--- src/rtl/if_fetch_stage_pkg.sv ---
// -----------------------------------------------------------------------------
// if_fetch_stage_pkg
// Shared definitions for the instruction-fetch stage and its IF/ID consumer:
//   fetch_state_e  - fetch FSM states
//   DEF_NOP_INST   - instruction presented while no valid fetch is buffered
//   if_packet_t    - IF/ID payload {valid, pc, npc, inst}
// -----------------------------------------------------------------------------
package if_fetch_stage_pkg;

    localparam int unsigned PKG_XLEN     = 32;
    localparam logic [31:0] DEF_NOP_INST = 32'h0000_0013;   // addi x0,x0,0

    typedef enum logic [1:0] {
        S_REQ  = 2'd0,   // free to issue a request
        S_WAIT = 2'd1,   // one granted request outstanding
        S_KILL = 2'd2    // outstanding request is stale, drop its response
    } fetch_state_e;

    typedef struct packed {
        logic                valid;
        logic [PKG_XLEN-1:0] pc;
        logic [PKG_XLEN-1:0] npc;
        logic [31:0]         inst;
    } if_packet_t;

endpackage

--- src/rtl/if_fetch_stage_chk.sv ---
// -----------------------------------------------------------------------------
// if_fetch_stage_chk
// Protocol checker for the fetch stage memory port.
// Ports: clock, reset, state (fetch FSM state), imem_req, imem_gnt, imem_rvalid.
// A response arriving while the FSM is idle is an error, except for one left
// over from a transaction that reset cut short (tolerated until next grant).
// -----------------------------------------------------------------------------
module if_fetch_stage_chk
    import if_fetch_stage_pkg::*;
(
    input  logic         clock,
    input  logic         reset,
    input  fetch_state_e state,
    input  logic         imem_req,
    input  logic         imem_gnt,
    input  logic         imem_rvalid
);

    logic orphan_ok_r;

    // Set by reset, cleared by the first grant after it.
    always_ff @(posedge clock or negedge reset) begin
        if (!reset) begin
            orphan_ok_r <= 1'b1;
        end else if (imem_req && imem_gnt) begin
            orphan_ok_r <= 1'b0;
        end else begin
            orphan_ok_r <= orphan_ok_r;
        end
    end

    rvalid_only_when_owed: assert property (
        @(posedge clock) disable iff (!reset)
        (imem_rvalid && (state == S_REQ)) |-> orphan_ok_r
    );

endmodule

--- src/rtl/if_inst_buf.sv ---
// -----------------------------------------------------------------------------
// if_inst_buf
// One-entry holding buffer between instruction memory and IF/ID.
// Ports:
//   clock, reset       - clock, async active-low reset
//   load               - capture {load_pc, load_inst}
//   consume            - IF/ID takes the entry this edge
//   flush              - drop the entry (branch redirect)
//   load_pc, load_inst - data to capture
//   valid, pc, npc, inst - registered entry; inst is the NOP while !valid
// Priority: flush > load > consume, so a reload at the consuming edge wins.
// -----------------------------------------------------------------------------
module if_inst_buf
    import if_fetch_stage_pkg::*;
#(
    parameter int unsigned      XLEN     = 32,
    parameter logic [XLEN-1:0]  RESET_PC = {XLEN{1'b0}},
    parameter logic [31:0]      NOP_INST = DEF_NOP_INST
) (
    input  logic            clock,
    input  logic            reset,
    input  logic            load,
    input  logic            consume,
    input  logic            flush,
    input  logic [XLEN-1:0] load_pc,
    input  logic [31:0]     load_inst,
    output logic            valid,
    output logic [XLEN-1:0] pc,
    output logic [XLEN-1:0] npc,
    output logic [31:0]     inst
);

    localparam logic [XLEN-1:0] PC_STEP = XLEN'(32'd4);

    logic            valid_r;
    logic [XLEN-1:0] pc_r;
    logic [XLEN-1:0] npc_r;
    logic [31:0]     inst_r;

    // Entry register; npc is kept registered so every output comes from a flop.
    always_ff @(posedge clock or negedge reset) begin
        if (!reset) begin
            valid_r <= 1'b0;
            pc_r    <= RESET_PC;
            npc_r   <= RESET_PC + PC_STEP;
            inst_r  <= NOP_INST;
        end else if (flush) begin
            valid_r <= 1'b0;
            inst_r  <= NOP_INST;
        end else if (load) begin
            valid_r <= 1'b1;
            pc_r    <= load_pc;
            npc_r   <= load_pc + PC_STEP;
            inst_r  <= load_inst;
        end else if (consume) begin
            valid_r <= 1'b0;
            inst_r  <= NOP_INST;
        end else begin
            valid_r <= valid_r;
            pc_r    <= pc_r;
            npc_r   <= npc_r;
            inst_r  <= inst_r;
        end
    end

    assign valid = valid_r;
    assign pc    = pc_r;
    assign npc   = npc_r;
    assign inst  = inst_r;

endmodule

--- src/rtl/if_fetch_stage.sv ---
// -----------------------------------------------------------------------------
// if_fetch_stage
// Instruction fetch: owns the PC, issues one instruction-memory request at a
// time, yields the shared port to MEM, buffers the returned instruction until
// IF/ID accepts it and squashes in-flight fetches on a taken branch.
// Ports:
//   clock, reset                  - clock, async active-low reset
//   if_id_enable                  - IF/ID latches this cycle
//   has_structure_hazard          - MEM stage owns the memory port
//   branch_taken, branch_target   - redirect from EX
//   imem_req/addr/gnt             - request channel (req is combinational)
//   imem_rvalid/rdata             - response channel
//   if_valid/pc/npc/inst          - buffered instruction towards IF/ID
// -----------------------------------------------------------------------------
module if_fetch_stage
    import if_fetch_stage_pkg::*;
#(
    parameter int unsigned     XLEN     = 32,
    parameter logic [XLEN-1:0] RESET_PC = {XLEN{1'b0}},
    parameter logic [31:0]     NOP_INST = DEF_NOP_INST
) (
    input  logic            clock,
    input  logic            reset,
    input  logic            if_id_enable,
    input  logic            has_structure_hazard,
    input  logic            branch_taken,
    input  logic [XLEN-1:0] branch_target,
    output logic            imem_req,
    output logic [XLEN-1:0] imem_addr,
    input  logic            imem_gnt,
    input  logic            imem_rvalid,
    input  logic [31:0]     imem_rdata,
    output logic            if_valid,
    output logic [XLEN-1:0] if_pc,
    output logic [XLEN-1:0] if_npc,
    output logic [31:0]     if_inst
);

    localparam logic [XLEN-1:0] PC_STEP = XLEN'(32'd4);

    fetch_state_e    state_r;
    fetch_state_e    state_s;
    logic [XLEN-1:0] pc_r;
    logic [XLEN-1:0] pc_s;
    logic [XLEN-1:0] target_s;
    logic            buf_load_s;
    logic            buf_valid_s;

    assign target_s  = {branch_target[XLEN-1:2], 2'b00};
    assign imem_addr = pc_r;

    // Request only when the buffer is free by the next edge; held low in reset.
    always_comb begin
        imem_req = 1'b0;
        if (reset && (state_r == S_REQ) && !has_structure_hazard && !branch_taken &&
            (!buf_valid_s || if_id_enable)) begin
            imem_req = 1'b1;
        end else begin
            imem_req = 1'b0;
        end
    end

    // Next state / next PC; a redirect overrides everything else.
    always_comb begin
        state_s    = state_r;
        pc_s       = pc_r;
        buf_load_s = 1'b0;
        if (branch_taken) begin
            pc_s = target_s;
            case (state_r)
                S_REQ:   state_s = S_REQ;
                S_WAIT:  state_s = imem_rvalid ? S_REQ : S_KILL;
                S_KILL:  state_s = imem_rvalid ? S_REQ : S_KILL;
                default: state_s = S_REQ;
            endcase
        end else begin
            case (state_r)
                S_REQ: begin
                    if (imem_req && imem_gnt) begin
                        state_s = S_WAIT;
                    end else begin
                        state_s = S_REQ;
                    end
                end
                S_WAIT: begin
                    if (imem_rvalid) begin
                        buf_load_s = 1'b1;
                        pc_s       = pc_r + PC_STEP;
                        state_s    = S_REQ;
                    end else begin
                        state_s = S_WAIT;
                    end
                end
                S_KILL: begin
                    if (imem_rvalid) begin
                        state_s = S_REQ;
                    end else begin
                        state_s = S_KILL;
                    end
                end
                default: state_s = S_REQ;
            endcase
        end
    end

    // FSM state and fetch PC registers.
    always_ff @(posedge clock or negedge reset) begin
        if (!reset) begin
            state_r <= S_REQ;
            pc_r    <= RESET_PC;
        end else begin
            state_r <= state_s;
            pc_r    <= pc_s;
        end
    end

    if_inst_buf #(
        .XLEN     (XLEN),
        .RESET_PC (RESET_PC),
        .NOP_INST (NOP_INST)
    ) u_buf (
        .clock     (clock),
        .reset     (reset),
        .load      (buf_load_s),
        .consume   (if_id_enable),
        .flush     (branch_taken),
        .load_pc   (pc_r),
        .load_inst (imem_rdata),
        .valid     (buf_valid_s),
        .pc        (if_pc),
        .npc       (if_npc),
        .inst      (if_inst)
    );

    assign if_valid = buf_valid_s;

    if_fetch_stage_chk u_chk (
        .clock       (clock),
        .reset       (reset),
        .state       (state_r),
        .imem_req    (imem_req),
        .imem_gnt    (imem_gnt),
        .imem_rvalid (imem_rvalid)
    );

endmodule

--- config.mk ---
export PLATFORM = sky130hd
export DESIGN_NAME = if_fetch_stage
export DESIGN_NICKNAME = d
export VERILOG_FILES = /design/src/rtl/if_fetch_stage_pkg.sv /design/src/rtl/if_fetch_stage_chk.sv /design/src/rtl/if_inst_buf.sv /design/src/rtl/if_fetch_stage.sv
export SDC_FILE = /design/constraint.sdc
export NUM_CORES = 1
export LEC_CHECK = 0
export ABC_AREA = 1
export ABC_CLOCK_PERIOD_IN_PS = 2200
export BUFFER_PORTS_ARGS = -buffer_cell sky130_fd_sc_hd__buf_4
export CAP_MARGIN = 30
export CORE_ASPECT_RATIO = 1.4
export CORE_MARGIN = 4
export CORE_UTILIZATION = 50
export CTS_BUF_LIST = sky130_fd_sc_hd__clkbuf_4 sky130_fd_sc_hd__clkbuf_8 sky130_fd_sc_hd__clkbuf_16
export DETAILED_ROUTE_END_ITERATION = 12
export GPL_ROUTABILITY_DRIVEN = 0
export PLACE_DENSITY = 0.86
export REMOVE_ABC_BUFFERS = 1
export SLEW_MARGIN = 20
export SYNTH_ARGS = -nofsm -noshare
export SYNTH_HDL_FRONTEND = slang
export SYNTH_SLANG_ARGS = --single-unit
--- constraint.sdc ---
create_clock -name clock -period 2.2 [get_ports clock]
set_clock_uncertainty 0.2 [all_clocks]
set_input_delay 0 -clock clock [delete_from_list [all_inputs] [get_ports clock]]
set_output_delay 0 -clock clock [all_outputs]
set_load 0.01 [all_outputs]
# [After elaboration in Yosys (flattened, before gate mapping)]
# Cells that the tools add are included.
[op_classes] n_reduce_logical=16 eq_ne=2 bitwise_logic=1 muxes=19 addsub=1
[ops] op="$mux W32" n=6
[ops] op="$add A32 B3 Y32 const B" n=1
[ops] op="$mux W1" n=9
[ops] op="$mux W2" n=3
[ops] op="$pmux W2 S3" n=1
[ops] op="$logic_and A1 B1 Y1" n=5
[ops] op="$reduce_and A2 Y1" n=2
[ops] op="$reduce_bool A2 Y1" n=2
[ops] op="$logic_not A1 Y1" n=3
[ops] op="$reduce_bool A3 Y1" n=1
[ops] op="$eq A2 B1 Y1 const B" n=1
[ops] op="$eq A2 B2 Y1 const B" n=1
[ops] op="$logic_not A2 Y1" n=1
[ops] op="$reduce_or A2 Y1" n=1
[ops] op="$logic_or A1 B1 Y1" n=1
[ops] op="$not A1 Y1" n=1
[totals] register_bits=131 output_inout_bits=130 inputBits=71 word_cells=45

# [Depth between registers and ports, before layout]
[logic_depth] ltp_word=10 mapped_depth=9

# [By module]
# Synthesis repeated with hierarchy kept, for this count alone.
[hier_totals] hier_cells=874 area_unflattened_um2=6766.5
[modules_own_cells] mod="if_inst_buf" cells_each=507 area_each_um2=4291.6 instances=1 seq_area_each_um2=2382.3
[modules_own_cells] mod="if_fetch_stage" cells_each=367 area_each_um2=2474.9 instances=1 seq_area_each_um2=800.8

# [Worst setup path before layout]
# No wires, ideal clock.
[synth_path] kind="register to register" start="reg state_r[1]" end="reg u_buf.pc_r[24], in the netlist u_buf.pc[24]" setup_time_ps=131 t_required_ps=1869 arrival_time_ps=1290 synth_period_minus_slack_ps=1621 path_stages_with_launch=10 path_slack_ps=579 cell_sequence="dfrtp_1 > inv_1 > ha_1 > nand2_1 > nor2_4 > inv_2 > buf_2 > buf_2 > nand2_1 > o21ai_0"
[synth_via] elab_chain_cells=4
[synth_rtl] element="start: declaration" line="if_fetch_stage.sv:41" rtl="fetch_state_e state_r;"
[synth_rtl] element="start signal: assignment" line="if_fetch_stage.sv:112" rtl="state_r <= state_s;"
[synth_rtl] element="$eq A2 B1 Y1" line="if_fetch_stage.sv:77" rtl="case (state_r)"
[synth_rtl] element="$mux W1" line="if_fetch_stage.sv:77"
[synth_rtl] element="$mux W1" line="if_fetch_stage.sv:68" rtl="if (branch_taken) begin"
[synth_rtl] element="$reduce_and A2 Y1 (no source line)"
[synth_rtl] element="end signal: assignment" line="if_inst_buf.sv:52" rtl="pc_r <= load_pc;"
[synth_rtl] element="end signal: assignment" line="if_inst_buf.sv:60" rtl="pc_r <= pc_r;"
[synth_rtl] element="end: declaration" line="if_inst_buf.sv:36" rtl="logic [XLEN-1:0] pc_r;"
# No other way between the ends.
# A chain may end at the register's enable or synchronous reset.

# [Final worst setup path]
[layout_path] start="reg state_r[1]" end="reg u_buf.inst_r[0], in the netlist u_buf.inst[0]"
[layout_via] elab_chain_cells=5 word_cells_on_any_way=6
[layout_rtl] element="$eq A2 B1 Y1 (*)" line="if_fetch_stage.sv:77"
[layout_rtl] element="$mux W1 (*)" line="if_fetch_stage.sv:77"
[layout_rtl] element="$mux W1 (*)" line="if_fetch_stage.sv:68"
[layout_rtl] element="$mux W32" line="if_inst_buf.sv:50" rtl="end else if (load) begin"
[layout_rtl] element="$mux W32" line="if_inst_buf.sv:47" rtl="end else if (flush) begin"
[layout_rtl] element="end signal: assignment" line="if_inst_buf.sv:54" rtl="inst_r <= load_inst;"
[layout_rtl] element="end signal: assignment" line="if_inst_buf.sv:62" rtl="inst_r <= inst_r;"
[layout_rtl] element="end: declaration" line="if_inst_buf.sv:38" rtl="logic [31:0] inst_r;"
# Mark *: on every way between the ends. The rest lies on a longest branch, timed or not.

==> impl_metrics.csv <==
group,metric,value,unit
run_status,status,"finished, final reports clean",
synthesis,synth-seq-cells,125,
synthesis,yosysWarnings,0,
setup_path,cp_data_required_time,2.33,ns
clock_network,clock-sinks,125,
setup_path,critPathKind,"reg -> reg",
setup_path,timing.rr.end,"u_buf.inst[0]",
setup_path,crit_path_start_kind,"flop",
floorplan,io_pins,201,
clock_network,clock_path_buffers,2,
power,p_per_area,789,mW/mm²
clock_network,cts_tree,"built",
clock_network,cts.htree.levels,4,
setup_path,ff2ff_path_depth,8,
hold_path,holdCritStartpoint,"has_structure_hazard",
floorplan,die_height,134,µm
clock_network,postCtsSetupRepairBufs,0,
hold_path,hold_depth,3,
sta,tightest_slew,0.684,ns
synthesis,synthAdderAreaFrac,0.0111,
clock_network,root_buffer,"clkbuf_16",
sta,rsz0062_at_grt,"false",
floorplan,die_area,0.0131,mm²
synthesis,netlist_instances,652,
setup_path,path_buf_inv,3,
synthesis,synth_xor_area_frac,0.00311,
final_layout,design_area,0.00874,mm²
floorplan,coreArea,0.0109,mm²
route,drt_iter0_markers,240,
final_layout,nets,1009,
final_layout,final_cell_mix,"nand2_1, buf_4, dfrtp_1, dlygate4sd3_1, inv_1",
synthesis,synth_top_area_cell,"dfrtp_1",
synthesis,avgSynthCellArea,8.65,µm²
job,cap_violations,0,
route,routedWlPerCell,17.3,µm
sta,setup_viol,0,
sta,finalHoldViolations,0,
final_layout,fill_cells,676,
setup_path,r2r_start,"state_r[1]",
grt,grt_pass1_vias,6056,
clock_network,clk_pin_slew,0.06,ns
synthesis,syn_area,0.00564,mm²
synthesis,synth-simple-area-share,0.254,
place,place_inst,968,
clock_network,clk_latency,0.41,ns
final_layout,area_growth,55.0,%
route,vias,5726,
route,drc,0,
grt,grt_overflow_total,0,
synthesis,synth_top_area_share,0.537,
sta,fin_crit_sh,0.957,
sta,fin_crit,2.11,ns
floorplan,rows,45,
route,ant_nets,0,
grt,antenna_found_initial,0,
synthesis,synthMuxAreaShare,0,
grt,grt_max_degree,126,
synthesis,synth.distinct_cells,29,
final_layout,layout.cells.non_filler,1087,
power,irDropWorstVdd,0.483,mV
setup_path,crit_fanout,4,
hold_path,holdPathEnd,"imem_req",
setup_path,crit_path_top_delay_cell,"dlygate4sd3_1",
sta,fmax,475,MHz
synthesis,synth_compound_area_frac,0.107,
synthesis,netlist_top_cells_area,"dfrtp_1, nand2_1, a22o_1, nand3_1, inv_1",
final_layout,n_antenna_cell,0,
sta,slew_headroom,0.544,
route,drt-total-wl,18800,µm
sta,slew_viol_final,0,
setup_path,r2r_slack,0.09,ns
final_layout,layout_commonest_cell,"nand2_1",
setup_path,end_kind,"flop",
setup_path,critPathMaxStageDelay,0.55,ns
grt,grt_pass1_wl,30000,µm
setup_path,crit_path_cell_trace,"inv_1, ha_1, nand2_2, nand2_2, nor2_2, inv_1, o22a_1, dlygate4sd3_1",
grt,grtUsageTotal,0.290,
setup_path,arrival,2.24,ns
floorplan,start_util,0.516,
hold_path,hp-class,"in -> out",
synthesis,synth_top_family_by_area,"simple AND/OR/NAND/NOR gates",
clock_network,numCtsBuffers,17,
route,firstDrtPassIters,5,
place,placed_area,0.00722,mm²
route,viasPerCell,5.27,
power,p_total,6900,µW
floorplan,dieWidth,97.8,µm
place,dpl.hpwl,11300,µm
synthesis,ys_seq_area_frac,0.555,
power,p_leak,0.00453,µW
place,portBuffers,192,
setup_path,cpLargestDelayFamily,"buffers and inverters",
final_layout,drive_above_1_share,0.276,
## registers in the layout, indices dropped and copies added (netlist names)
signal	cells
state_r	2
u_buf.valid	1
imem_addr	30
u_buf.pc	30
u_buf.npc	30
u_buf.inst	32
## final cells by class
class,instances,area (µm²),area share
multi-input combinational,444,2170,0.248
clock inverter,11,169,0.0193
inverter,56,210,0.0240
clock buffer,21,462,0.0528
timing repair buffer,289,2420,0.277
tap,141,176,0.0202
sequential,125,3130,0.358
## cell usage after synthesis
cell type / number
o21ai_1: 22
nand2_4: 2
o22a_1: 3
o211ai_1: 5
or2_2: 1
buf_2: 18
dfstp_2: 4
clkbuf_1: 5
o21ai_0: 31
conb_1: 1
inv_2: 1
a22o_1: 29
inv_1: 55
nor2_1: 34
nor2_4: 8
xor2_1: 2
nand3_1: 49
nand2_1: 232
buf_1: 1
and2_1: 3
a21oi_1: 3
nor4_1: 1
nor2_2: 3
dfrtp_1: 121
buf_4: 8
nand3_2: 1
ha_1: 5
nand2_2: 3
a21boi_0: 1
## kinds of logic after synthesis
kind of cell / count (synthesis)
xor+xnor: 2
flops: 125
other cells: 1
buf+inv: 88
compound gates: 94
simple gates: 337
fa+ha+maj: 5
## worst register-to-register path, cell delays in order, from the launching register on
cell and delay (ns):
dfrtp_1 0.38, inv_1 0.08, ha_1 0.21, nand2_2 0.11, nand2_2 0.11, nor2_2 0.12, inv_1 0.09, o22a_1 0.16
dlygate4sd3_1 0.55
## layer usage
metal | vias to the layer above | GRT usage | wire (µm)
met1 | 2727 | 0.311 | 6860
met5 | - | 0 | 0
met3 | 61 | 0.0786 | 1440
li1 | 2647 | - | -
met4 | 0 | 0.135 | 767
met2 | 291 | 0.526 | 9730
## per-stage QoR
| step | setup slack, ns | setup TNS (ns) | util | hold WS (ns) |
|---|---|---|---|---|
| after global routing | 0.00479 | 0 | 0.800 | 0.0844 |
| after floorplan | -0.584 | -37.22 | - | -0.496 |
| final | 0.0940 | 0 | 0.800 | 0.0716 |
| after global placement | 0.395 | 0 | 0.661 | -0.0265 |
| after CTS | 0.0372 | 0 | 0.799 | 0.0785 |
| after detailed placement | 0.362 | 0 | 0.661 | -0.0211 |
## what timing repair did
item | in CTS | in global routing
endpoints found under the setup margin | 0 | 5
endpoints found under the hold margin | 192 | 0
gates resized for setup | 0 | 5
hold buffers | 88 | 0
## report_power, final
group | leakage [µW] | switching, µW | internal [µW]
Combinational | 0.00259 | 594 | 607
Sequential | 0.00164 | 193 | 2530
Clock | 0.000300 | 1010 | 1960
## worst max-delay path by stage
| stage | start | endpoint | slack, ns | depth (start not counted) |
|---|---|---|---|---|
| after CTS | state_r[1] | u_buf.inst[0] | 0.04 | 8 |
| after detailed placement | state_r[1] | u_buf.pc[9] | 0.36 | 9 |
| after global placement | state_r[1] | u_buf.inst[24] | 0.39 | 7 |
| after global routing | state_r[1] | u_buf.inst[0] | 0.005 | 8 |
| final | state_r[1] | u_buf.inst[0] | 0.09 | 8 |
| after floorplan | state_r[1] | imem_addr[5] | -0.58 | 8 |
Power figures use the tool's default switching activity.
